### config.mk
export PLATFORM = sky130hd
export DESIGN_NAME = alarm_ctrl
export DESIGN_NICKNAME = d
export VERILOG_FILES = /design/src/rtl/alarm_ctrl.sv
export SDC_FILE = /design/constraint.sdc
export NUM_CORES = 1
export LEC_CHECK = 0
export ABC_CLOCK_PERIOD_IN_PS = 3000
export BUFFER_PORTS_ARGS = -buffer_cell sky130_fd_sc_hd__buf_2
export CAP_MARGIN = 20
export CORE_ASPECT_RATIO = 1.4
export CORE_MARGIN = 10
export CORE_UTILIZATION = 32
export DETAILED_ROUTE_END_ITERATION = 10
export PLACE_DENSITY = 0.61
export REMOVE_ABC_BUFFERS = 1
export SETUP_SLACK_MARGIN = 0.15
export SLEW_MARGIN = 20
export SYNTH_ARGS = -nofsm -noshare
export SYNTH_HDL_FRONTEND = slang
export SYNTH_SLANG_ARGS = --single-unit
### constraint.sdc
create_clock -name clk -period 3 [get_ports clk]
set_clock_uncertainty 0.15 [all_clocks]
set_input_delay 0.6 -clock clk [delete_from_list [all_inputs] [get_ports clk]]
set_output_delay 0.6 -clock clk [all_outputs]
set_load 0.01 [all_outputs]
### src/rtl/alarm_ctrl.sv
// Alarm controller: BCD alarm-time editing, match trigger, ring with auto-stop and snooze.
// Optional tone escalation in RING when ALARM_ESCALATE_EN is defined.
module alarm_ctrl #(
  parameter int unsigned BEEP_SECS  = 60,
  parameter int unsigned SNOOZE_MIN = 5
) (
  input  logic       clk,
  input  logic       rst,
  input  logic       tick_1hz,
  input  logic [3:0] cur_h1,
  input  logic [3:0] cur_h2,
  input  logic [3:0] cur_m1,
  input  logic [3:0] cur_m2,
  input  logic       sec_zero,
  input  logic       alarm_en,
  input  logic       set_key,
  input  logic       inc_key,
  input  logic       stop_key,
  input  logic       snooze_key,
  output logic [3:0] alm_h1,
  output logic [3:0] alm_h2,
  output logic [3:0] alm_m1,
  output logic [3:0] alm_m2,
  output logic [1:0] set_mode,
  output logic       beep_on,
  output logic [1:0] beep_tone,
  output logic       ringing
);

  localparam logic [2:0] StIdle   = 3'd0;
  localparam logic [2:0] StSetH   = 3'd1;
  localparam logic [2:0] StSetM   = 3'd2;
  localparam logic [2:0] StRing   = 3'd3;
  localparam logic [2:0] StSnooze = 3'd4;

  localparam logic [9:0] SnoozeTicks = 10'(SNOOZE_MIN * 60);
  localparam logic [7:0] BeepLast    = 8'(BEEP_SECS - 1);
`ifdef ALARM_ESCALATE_EN
  localparam logic [7:0] BeepHalf    = 8'(BEEP_SECS / 2);
`endif

  logic [2:0] state_q, state_d;
  logic [3:0] h1_q, h1_d, h2_q, h2_d, m1_q, m1_d, m2_q, m2_d;
  logic [7:0] ring_cnt_q, ring_cnt_d;
  logic [9:0] snz_cnt_q, snz_cnt_d;
  logic       beep_on_q, beep_on_d;
  logic [1:0] tone_q, tone_d;
  logic       ringing_q, ringing_d;
  logic [1:0] mode_q, mode_d;
  logic       match;

  assign match = alarm_en & tick_1hz & sec_zero &
                 (cur_h1 == h1_q) & (cur_h2 == h2_q) & (cur_m1 == m1_q) & (cur_m2 == m2_q);

  always_comb begin
    state_d    = state_q;
    h1_d       = h1_q;
    h2_d       = h2_q;
    m1_d       = m1_q;
    m2_d       = m2_q;
    ring_cnt_d = ring_cnt_q;
    snz_cnt_d  = snz_cnt_q;

    case (state_q)
      StIdle: begin
        if (set_key) begin
          state_d = StSetH;
        end else if (match) begin
          state_d    = StRing;
          ring_cnt_d = 8'd0;
        end
      end
      StSetH: begin
        if (inc_key) begin
          if (h1_q == 4'd2 && h2_q == 4'd3) begin
            h1_d = 4'd0;
            h2_d = 4'd0;
          end else if (h2_q == 4'd9) begin
            h1_d = h1_q + 4'd1;
            h2_d = 4'd0;
          end else begin
            h2_d = h2_q + 4'd1;
          end
        end
        if (set_key) state_d = StSetM;
      end
      StSetM: begin
        // Minute wrap never carries into the hour digits.
        if (inc_key) begin
          if (m2_q == 4'd9) begin
            m2_d = 4'd0;
            m1_d = (m1_q == 4'd5) ? 4'd0 : m1_q + 4'd1;
          end else begin
            m2_d = m2_q + 4'd1;
          end
        end
        if (set_key) state_d = StIdle;
      end
      StRing: begin
        if (!alarm_en || stop_key) begin
          state_d = StIdle;
        end else if (snooze_key) begin
          state_d   = StSnooze;
          snz_cnt_d = SnoozeTicks;
        end else if (tick_1hz) begin
          if (ring_cnt_q == BeepLast) state_d = StIdle;
          else ring_cnt_d = ring_cnt_q + 8'd1;
        end
      end
      StSnooze: begin
        if (!alarm_en || stop_key) begin
          state_d = StIdle;
        end else if (tick_1hz) begin
          if (snz_cnt_q == 10'd1) begin
            state_d    = StRing;
            ring_cnt_d = 8'd0;
          end else begin
            snz_cnt_d = snz_cnt_q - 10'd1;
          end
        end
      end
      default: state_d = StIdle;
    endcase

    if (state_d != StRing && state_d != StSnooze) begin
      ring_cnt_d = 8'd0;
      snz_cnt_d  = 10'd0;
    end

    // Outputs are registered from the next state so they change with the state.
    beep_on_d = (state_d == StRing);
    ringing_d = (state_d == StRing) || (state_d == StSnooze);
`ifdef ALARM_ESCALATE_EN
    tone_d = (state_d != StRing) ? 2'b00 : (ring_cnt_d < BeepHalf) ? 2'b01 : 2'b10;
`else
    tone_d = (state_d == StRing) ? 2'b01 : 2'b00;
`endif
    mode_d = (state_d == StSetH) ? 2'b01 : (state_d == StSetM) ? 2'b10 : 2'b00;
  end

  always_ff @(posedge clk) begin
    if (rst) begin
      state_q    <= StIdle;
      h1_q       <= 4'd0;
      h2_q       <= 4'd0;
      m1_q       <= 4'd0;
      m2_q       <= 4'd0;
      ring_cnt_q <= 8'd0;
      snz_cnt_q  <= 10'd0;
      beep_on_q  <= 1'b0;
      tone_q     <= 2'b00;
      ringing_q  <= 1'b0;
      mode_q     <= 2'b00;
    end else begin
      state_q    <= state_d;
      h1_q       <= h1_d;
      h2_q       <= h2_d;
      m1_q       <= m1_d;
      m2_q       <= m2_d;
      ring_cnt_q <= ring_cnt_d;
      snz_cnt_q  <= snz_cnt_d;
      beep_on_q  <= beep_on_d;
      tone_q     <= tone_d;
      ringing_q  <= ringing_d;
      mode_q     <= mode_d;
    end
  end

  assign alm_h1    = h1_q;
  assign alm_h2    = h2_q;
  assign alm_m1    = m1_q;
  assign alm_m2    = m2_q;
  assign set_mode  = mode_q;
  assign beep_on   = beep_on_q;
  assign beep_tone = tone_q;
  assign ringing   = ringing_q;

endmodule

# Word level (Yosys, flattened, before mapping)
# Cells that the tools add are included.
[word_totals]
regBits = 43
inputBits = 25
output_inout_bits = 22
wordCells = 110
[classes]
addsub = 6
n_eq_ne = 32
mux = 37
bitwise_logic = 6
n_reduce_logical = 17
[ops]
columns = ["op", "count"]
rows = [
  ["2-to-1 mux 8 bit", 9],
  ["2-to-1 mux 10 bit", 5],
  ["2-to-1 mux 3 bit", 11],
  ["2-to-1 mux 4 bit", 6],
  ["case mux 8 bit (3 select lines)", 1],
  ["inequality test 2 bit (second input constant)", 11],
  ["case mux 10 bit (2 select lines)", 1],
  ["adder 4 x 1 -> 4 bit (second input constant)", 4],
  ["equality test 4 bit", 4],
  ["case mux 3 bit (5 select lines)", 1],
  ["equality test 3 x 2 -> 1 bit (second input constant)", 4],
  ["equality test 10 x 1 -> 1 bit (second input constant)", 1],
  ["AND reduction 10 bit", 1],
  ["subtractor 10 x 1 -> 10 bit (second input constant)", 1],
  ["adder 8 x 1 -> 8 bit (second input constant)", 1],
  ["equality test 4 x 2 -> 1 bit (second input constant)", 2],
  ["equality test 4 bit (second input constant)", 2],
  ["equality test 8 x 6 -> 1 bit (second input constant)", 1],
  ["bitwise AND 1 bit", 6],
  ["equality test 3 x 1 -> 1 bit (second input constant)", 2],
  ["equality test 3 bit (second input constant)", 2],
  ["AND reduction 3 bit", 2],
  ["AND reduction 6 bit", 1],
  ["equality test 4 x 3 -> 1 bit (second input constant)", 1],
  ["12 further kinds", 18],
]

# Logic depth before layout (Yosys ltp)
# Gate-level depths: netlist of the first run.
[depth]
ltp_word = 12
ltp_mapped = 8
depth_no_buf = 8

# Least setup slack after synthesis of the first run
# No wires, ideal clock.
[synth_path]
kind = "input -> register"
startpoint = "input cur_h2[0]"
endpoint = "register ring_cnt_q[7]"
setup_ns = 0.088
arrival_time_ns = 2.218
setup_slack_ns = 0.545
stages = 6
cell_sequence = "xor2_1 > nor4_1 > nand3_1 > o31a_1 > or4_1 > a211oi_1"
[synth_between]
elab_chain_cells = 10
word_cells_on_any_way = 13
cone_classes = "4 x eq/ne; 3 x mux; 3 x bitwise; 3 x reduce/logical"
[synth_rtl]
columns = ["element", "line", "source"]
rows = [
  ["from (decl)", "11", "input logic [3:0] cur_h2,"],
  ["equality test 4 bit *", "53", "(cur_h1 == h1_q) & (cur_h2 == h2_q) & (cur_m1 == m1_q) & (cur_m2 == m2_q);"],
  ["bitwise AND 1 bit * (3 in series)", "53", ""],
  ["2-to-1 mux 3 bit", "68", "end else if (match) begin"],
  ["2-to-1 mux 3 bit", "66", "if (set_key) begin"],
  ["case mux 3 bit (5 select lines)", "64", "case (state_q)"],
  ["inequality test 3 x 2 -> 1 bit / inequality test 3 bit (equally long branches)", "125", "if (state_d != StRing && state_d != StSnooze) begin"],
  ["logical AND 1 bit", "125", ""],
  ["OR reduction 2 bit (no source line)", "-", ""],
  ["to (signal assigned)", "160", "ring_cnt_q <= ring_cnt_d;"],
  ["to (decl)", "44", "logic [7:0] ring_cnt_q, ring_cnt_d;"],
]
# Every way passes the cells marked *; elsewhere a longest branch is shown, timed or not.
# A chain may end at the register's enable or synchronous reset.

# Final worst setup path of the first run
[layout_path]
startpoint = "register m2_q[2], in the netlist alm_m2[2]"
endpoint = "register ring_cnt_q[7]"
[layout_between]
elab_chain_cells = 8
word_cells_on_any_way = 11
cone_classes = "4 x eq/ne; 3 x mux; 1 x bitwise; 3 x reduce/logical"
[layout_rtl]
columns = ["element", "line", "source"]
rows = [
  ["from (decl)", "43", "logic [3:0] h1_q, h1_d, h2_q, h2_d, m1_q, m1_d, m2_q, m2_d;"],
  ["from (signal assigned)", "159", "m2_q <= m2_d;"],
  ["equality test 4 bit *", "53", ""],
  ["bitwise AND 1 bit *", "53", ""],
  ["2-to-1 mux 3 bit", "68", ""],
  ["2-to-1 mux 3 bit", "66", ""],
  ["case mux 3 bit (5 select lines)", "64", ""],
  ["inequality test 3 x 2 -> 1 bit / inequality test 3 bit (equally long branches)", "125", ""],
  ["logical AND 1 bit", "125", ""],
  ["OR reduction 2 bit (no source line)", "-", ""],
]
# Marks and branches as above.

==> results of run 1 <==
## cell families after synthesis
| family | Yosys count | synth area share (%) |
|---|---|---|
| other cells | 1 | 0.159 |
| compound gates | 53 | 14.3 |
| simple gates | 121 | 29.4 |
| mux | 1 | 0.424 |
| fa+ha+maj | 7 | 3.71 |
| buf+inv | 24 | 4.66 |
| flops | 41 | 34.7 |
| xor+xnor | 34 | 12.6 |
## synth_stat cells (2+ instances only)
cell type   n  area [sq um]
dfxtp_1    41           821
nor2_1     25          93.8
xor2_1     21           184
a21oi_1    20           100
nand2_1    14          52.6
nor3_1     13          65.1
xnor2_1    13           114
inv_1      10          37.5
nand3_1    10          50.1
nor4_1     10          62.6
a211oi_1    8          60.1
ha_1        7          87.6
or4_1       7          52.6
clkbuf_1    6          22.5
nand2b_1    6          37.5
o31ai_1     6          45.0
o21ai_0     5          25.0
and3_1      4          25.0
buf_2       4          20.0
or3_1       4          25.0
and2_1      3          18.8
nand4_1     3          18.8
nor4b_1     3          26.3
or2_2       3          18.8
a31oi_1     2          12.5
buf_4       2          15.0
nand3b_1    2          15.0
nor2b_1     2          12.5
o21a_1      2          15.0
o31a_1      2          17.5
## flip-flops by register name (all words and copies together), names as in the netlist
name / cells
state_q: 3
beep_on: 1
snz_cnt_q: 10
alm_h2: 4
set_mode: 2
ring_cnt_q: 8
alm_h1: 4
ringing: 1
alm_m2: 4
alm_m1: 4
## worst max-delay path, cell delays in order, from the launching register on
cell and delay, ns:
dfxtp_1 0.48, xor2_1 0.11, nor4_1 0.40, nand2_1 0.15, o31a_1 0.45, or4_1 0.57, a211oi_1 0.23
## final cells by class
class,count,area [sq um],area share (%)
clock inverter,3,46.3,1.66
timing repair buffer,51,270,9.66
sequential,41,821,29.4
inverter,10,37.5,1.34
multi-input combinational,217,1430,51.2
tap,97,121,4.34
clock buffer,5,68.8,2.46
## per-layer routing
layer / up-vias / wire (microns) / global-route usage (%)
li1: 1104 / - / -
met1: 979 / 2490 / 11.5
met3: 9 / 280 / 2.95
met4: 0 / 123 / 5.03
met2: 46 / 2860 / 19.1
met5: - / 0 / 0
## path summary, 6_finish.rpt
kind / end / slack, ns / cells after the start
setup reg to reg: ring_cnt_q[7] / 0.38 / 6
setup / recovery: ring_cnt_q[7] / 0.38 / 6
hold / removal: ring_cnt_q[5] / 0.36 / 2
hold reg to reg: ring_cnt_q[5] / 0.36 / 2
## power breakdown
| group | switching [mW] | total (mW) | internal, mW | leakage (nW) |
|---|---|---|---|---|
| registers | 0.0135 | 0.566 | 0.552 | 0.331 |
| clock network | 0.211 | 0.461 | 0.249 | 0.0543 |
| logic | 0.0780 | 0.133 | 0.0554 | 0.719 |
## per-stage QoR
stage | hold WS (ns) | utilization, % | setup slack [ns] | power [mW] | std cells
2_1_floorplan | 0.315 | - | 0.433 | 0.653 | 268
3_3_place_gp | 0.340 | 36.9 | 0.217 | 0.712 | 416
3_5_place_dp | 0.349 | 36.9 | 0.128 | 0.714 | 416
4_1_cts | 0.361 | 38.5 | 0.366 | 1.18 | 424
5_1_grt | 0.395 | 38.5 | 0.176 | 1.21 | 424
6_report | 0.357 | 38.5 | 0.383 | 1.16 | 424
==> flow_summary.yaml, run 1 <==
clock_network:
  clk_path_buf_depth: 2
  cts_tree: "done"
  cts_resized: 0
  post_cts_buffers: 0
  cts-root-buf: "clkbuf_8"
  hold_buffers: 0
  h-tree-depth: 2
  cts_made_buffers: 5
  clock-sinks: 41
  cts.clk_slew.worst_paths_ns: 0.09
  clock_latency_ns: 0.31
floorplanning:
  die_w_microns: 92.6
  ios: 47
  start_util_pct: 32.5
  rows: 37
  coreArea_sq_um: 7270
  die_h_microns: 122
  dieArea_sq_um: 11300
critical_path:
  cp-end-kind: "flop"
  critical_path_class: "reg -> reg"
  crit_start: "alm_m2[2]"
  critPathLaunchType: "flop"
  cp.required_ns: 3.07
  arrival_ns: 2.69
  cp_max_fo: 17
  reg2reg_from: "alm_m2[2]"
final_layout:
  finalNetCount: 358
  stdcell_area_sq_um: 2800
  final_common_cell: "buf_2"
  antenna_cells: 0
  fillers: 794
  layout_common_cells: "buf_2 (45), dfxtp_1 (41), nor2_1 (25)"
  syn2layout_area_growth_pct: 18.4
  drive_gt1_share_pct: 20.8
yosys:
  ys.warnings.count: 0
  synth-edff-count: 0
  syn_area_per_cell_sq_um: 8.38
  async_flop_share_pct: 0
  syn_area_sq_um: 2360
  syn_inst: 282
  ys_ff_latch: 41
  ys_seq_area_share_pct: 34.7
  synthFlopType: "dfxtp_1"
  yosysUniqueCellTypes: 54
timing:
  tightest_slew_ns: 0.728
  rsz0062_at_grt: "no"
  slew_viol_final: 0
  maxClockFrequency_mhz: 382
  finalSetupTns_ns: 0
  setup_viol: 0
  fin_crit_ns: 2.62
  hold_viol: 0
  slew_headroom_pct: 50.2
  period_share_pct: 87.2
global_routing:
  grt-ovfl-total: 0
  grt_max_degree: 20
  antenna_found_initial: 0
  grt_pass1_wl_microns: 10000
  grt_pass1_vias: 2198
  grt_util_all_layers_pct: 10.7
detailed_routing:
  wire_per_inst_microns: 13.6
  vias: 2138
  drt_iter0_markers: 99
  vias_per_cell: 5.04
  ant_nets: 0
  route.detailed.drc: 0
  dr.pass1.iters: 4
  totalWireLength_microns: 5750
pwr:
  p_per_area_nw_per_um2: 415
  leakage_nw: 1.10
  peakVddDrop_mv: 0.233
placement:
  placed_area_sq_um: 2680
  port_buffers: 45
  place_congestion: 0.771
  dpl.hpwl_microns: 4490
status:
  outcome: "complete, no violations"
job:
  max_cap_viol_count: 0
min_path:
  hp-start: "ring_cnt_q[5]"
  hold_class: "reg -> reg"
Power figures use the tool's default switching activity.
==> run 2, diff against run 1 <==
- ABC_CLOCK_PERIOD_IN_PS: 3000 -> 2100
- PLACE_DENSITY: 0.61 -> 0.63
- clock period: 3 -> 2.1 ns (I/O delays scaled with it)
==> flow_summary.yaml, run 2 (synthesis results as in run 1) <==
critical_path:
  cp_max_fo: 19
  arrival_ns: 2.42
  cp.required_ns: 2.16
  critical_path_class: "reg -> reg"
  critPathLaunchType: "flop"
  cp-end-kind: "flop"
detailed_routing:
  vias_per_cell: 5.04
  ant_nets: 0
  drt_iter0_markers: 181
  vias: 2486
  totalWireLength_microns: 6860
  wire_per_inst_microns: 13.9
  route.detailed.drc: 0
  dr.pass1.iters: 4
final_layout:
  syn2layout_area_growth_pct: 49.4
  reg_top3: "snz_cnt_q (10), ring_cnt_q (8)"
  antenna_cells: 0
  finalNetCount: 427
  drive_gt1_share_pct: 43.2
  largest_register: "snz_cnt_q"
  layout_common_cells: "buf_4 (67), buf_2 (45), dfxtp_1 (37)"
  final_common_cell: "buf_4"
  fillers: 704
  largest_reg_flops: 10
clock_network:
  clk_path_buf_depth: 2
  hold_buffers: 0
  clock-sinks: 41
  clock_latency_ns: 0.30
  cts_tree: "done"
  cts_made_buffers: 5
  cts-root-buf: "clkbuf_8"
  cts.clk_slew.worst_paths_ns: 0.09
  h-tree-depth: 2
timing:
  hold_viol: 0
  fin_crit_ns: 2.36
  setup_viol: 21
  finalSetupTns_ns: -4.17
  period_share_pct: 112
  rsz0062_at_grt: "yes"
  hold_ws_ns: 0.335
  slew_viol_final: 0
  setup_slack_ns: -0.257
  maxClockFrequency_mhz: 424
placement:
  port_buffers: 45
  place_ws_ns: -0.578
  place_congestion: 0.797
  dpl.hpwl_microns: 5020
global_routing:
  antenna_found_initial: 0
  grt-ovfl-total: 0
  grt_pass1_vias: 2492
  grt_util_all_layers_pct: 11.9
  grt_max_degree: 20
  grt_pass1_wl_microns: 11200
status:
  outcome: "finished, violations left"
  failed_checks: "setup timing"
floorplanning:
  die_h_microns: 122
  die_w_microns: 92.6
  ios: 47
  start_util_pct: 32.5
  dieArea_sq_um: 11300
  coreArea_sq_um: 7270
  rows: 37
pwr:
  peakVddDrop_mv: 0.248
  leakage_nw: 1.53
  p_per_area_nw_per_um2: 487
min_path:
  hold_class: "in -> reg"
job:
  max_cap_viol_count: 0
run 2: changes by cell type in the layout (fill, tap and decap cells not counted), sizes merged:
cell	delta
buf	+68
bufinv	-1
clkbuf	+2
clkinv	-1
clkinvlp	-1
inv	+1
o31a	+1
run 2: cell type report:
class / instances / area, sq um / area share [%]
Clock inverter: 1 / 8.76 / 0.248
Sequential cell: 41 / 826 / 23.4
Clock buffer: 7 / 96.3 / 2.73
Multi-Input combinational cell: 218 / 1620 / 46.0
Tap cell: 97 / 121 / 3.44
Inverter: 10 / 37.5 / 1.06
Timing Repair Buffer: 119 / 816 / 23.1
run 2: routing by layer:
layer	vias up	global-route usage [%]	routed length [microns]
met4	0	4.55	99
met2	67	21.3	3500
met5	-	0	0
li1	1243	-	-
met3	10	2.65	284
met1	1166	13.4	2980
run 2: final timing paths:
kind                                 endpoint           from  cells after the start  slack (ns)
worst max register to register  ring_cnt_q[7]      alm_m1[2]                      9       -0.26
worst min-delay path                alm_h1[2]            rst                      4        0.33
worst min register to register  ring_cnt_q[4]  ring_cnt_q[4]                      2        0.41
worst max-delay path            ring_cnt_q[7]      alm_m1[2]                      9       -0.26
run 2: where the power goes:
group	internal (mW)	switching (mW)	total, mW
combinational	0.156	0.167	0.323
sequential	0.789	0.00744	0.797
clock	0.304	0.295	0.599
total	1.25	0.469	1.72
run 2: worst max-delay path: stages, from the launching register on:
cell,delay [ns]
dfxtp_2,0.34
xor2_1,0.15
nor4_1,0.27
nand3_1,0.20
buf_4,0.19
buf_4,0.15
o311ai_4,0.33
nand3_2,0.14
buf_12,0.19
a211oi_1,0.16
run 2: stage by stage:
| stage | power (mW) | cells | util (%) | area [sq um] |
|---|---|---|---|---|
| finish | 1.72 | 493 | 48.6 | 3530 |
| global route | 1.79 | 493 | 48.6 | 3530 |
| CTS | 1.71 | 492 | 47.0 | 3420 |
| detailed placement | 1.07 | 473 | 42.8 | 3110 |
| global placement | 1.06 | 473 | 42.8 | 3110 |
| floorplan | 0.933 | 268 | - | 2290 |
run 2: timing repair:
item	in CTS	in global routing
pin swaps	15	10
gates resized for setup	29	23
hold endpoints to repair	0	0
setup buffers	10	1
setup endpoints to repair	24	28
gates cloned	1	0
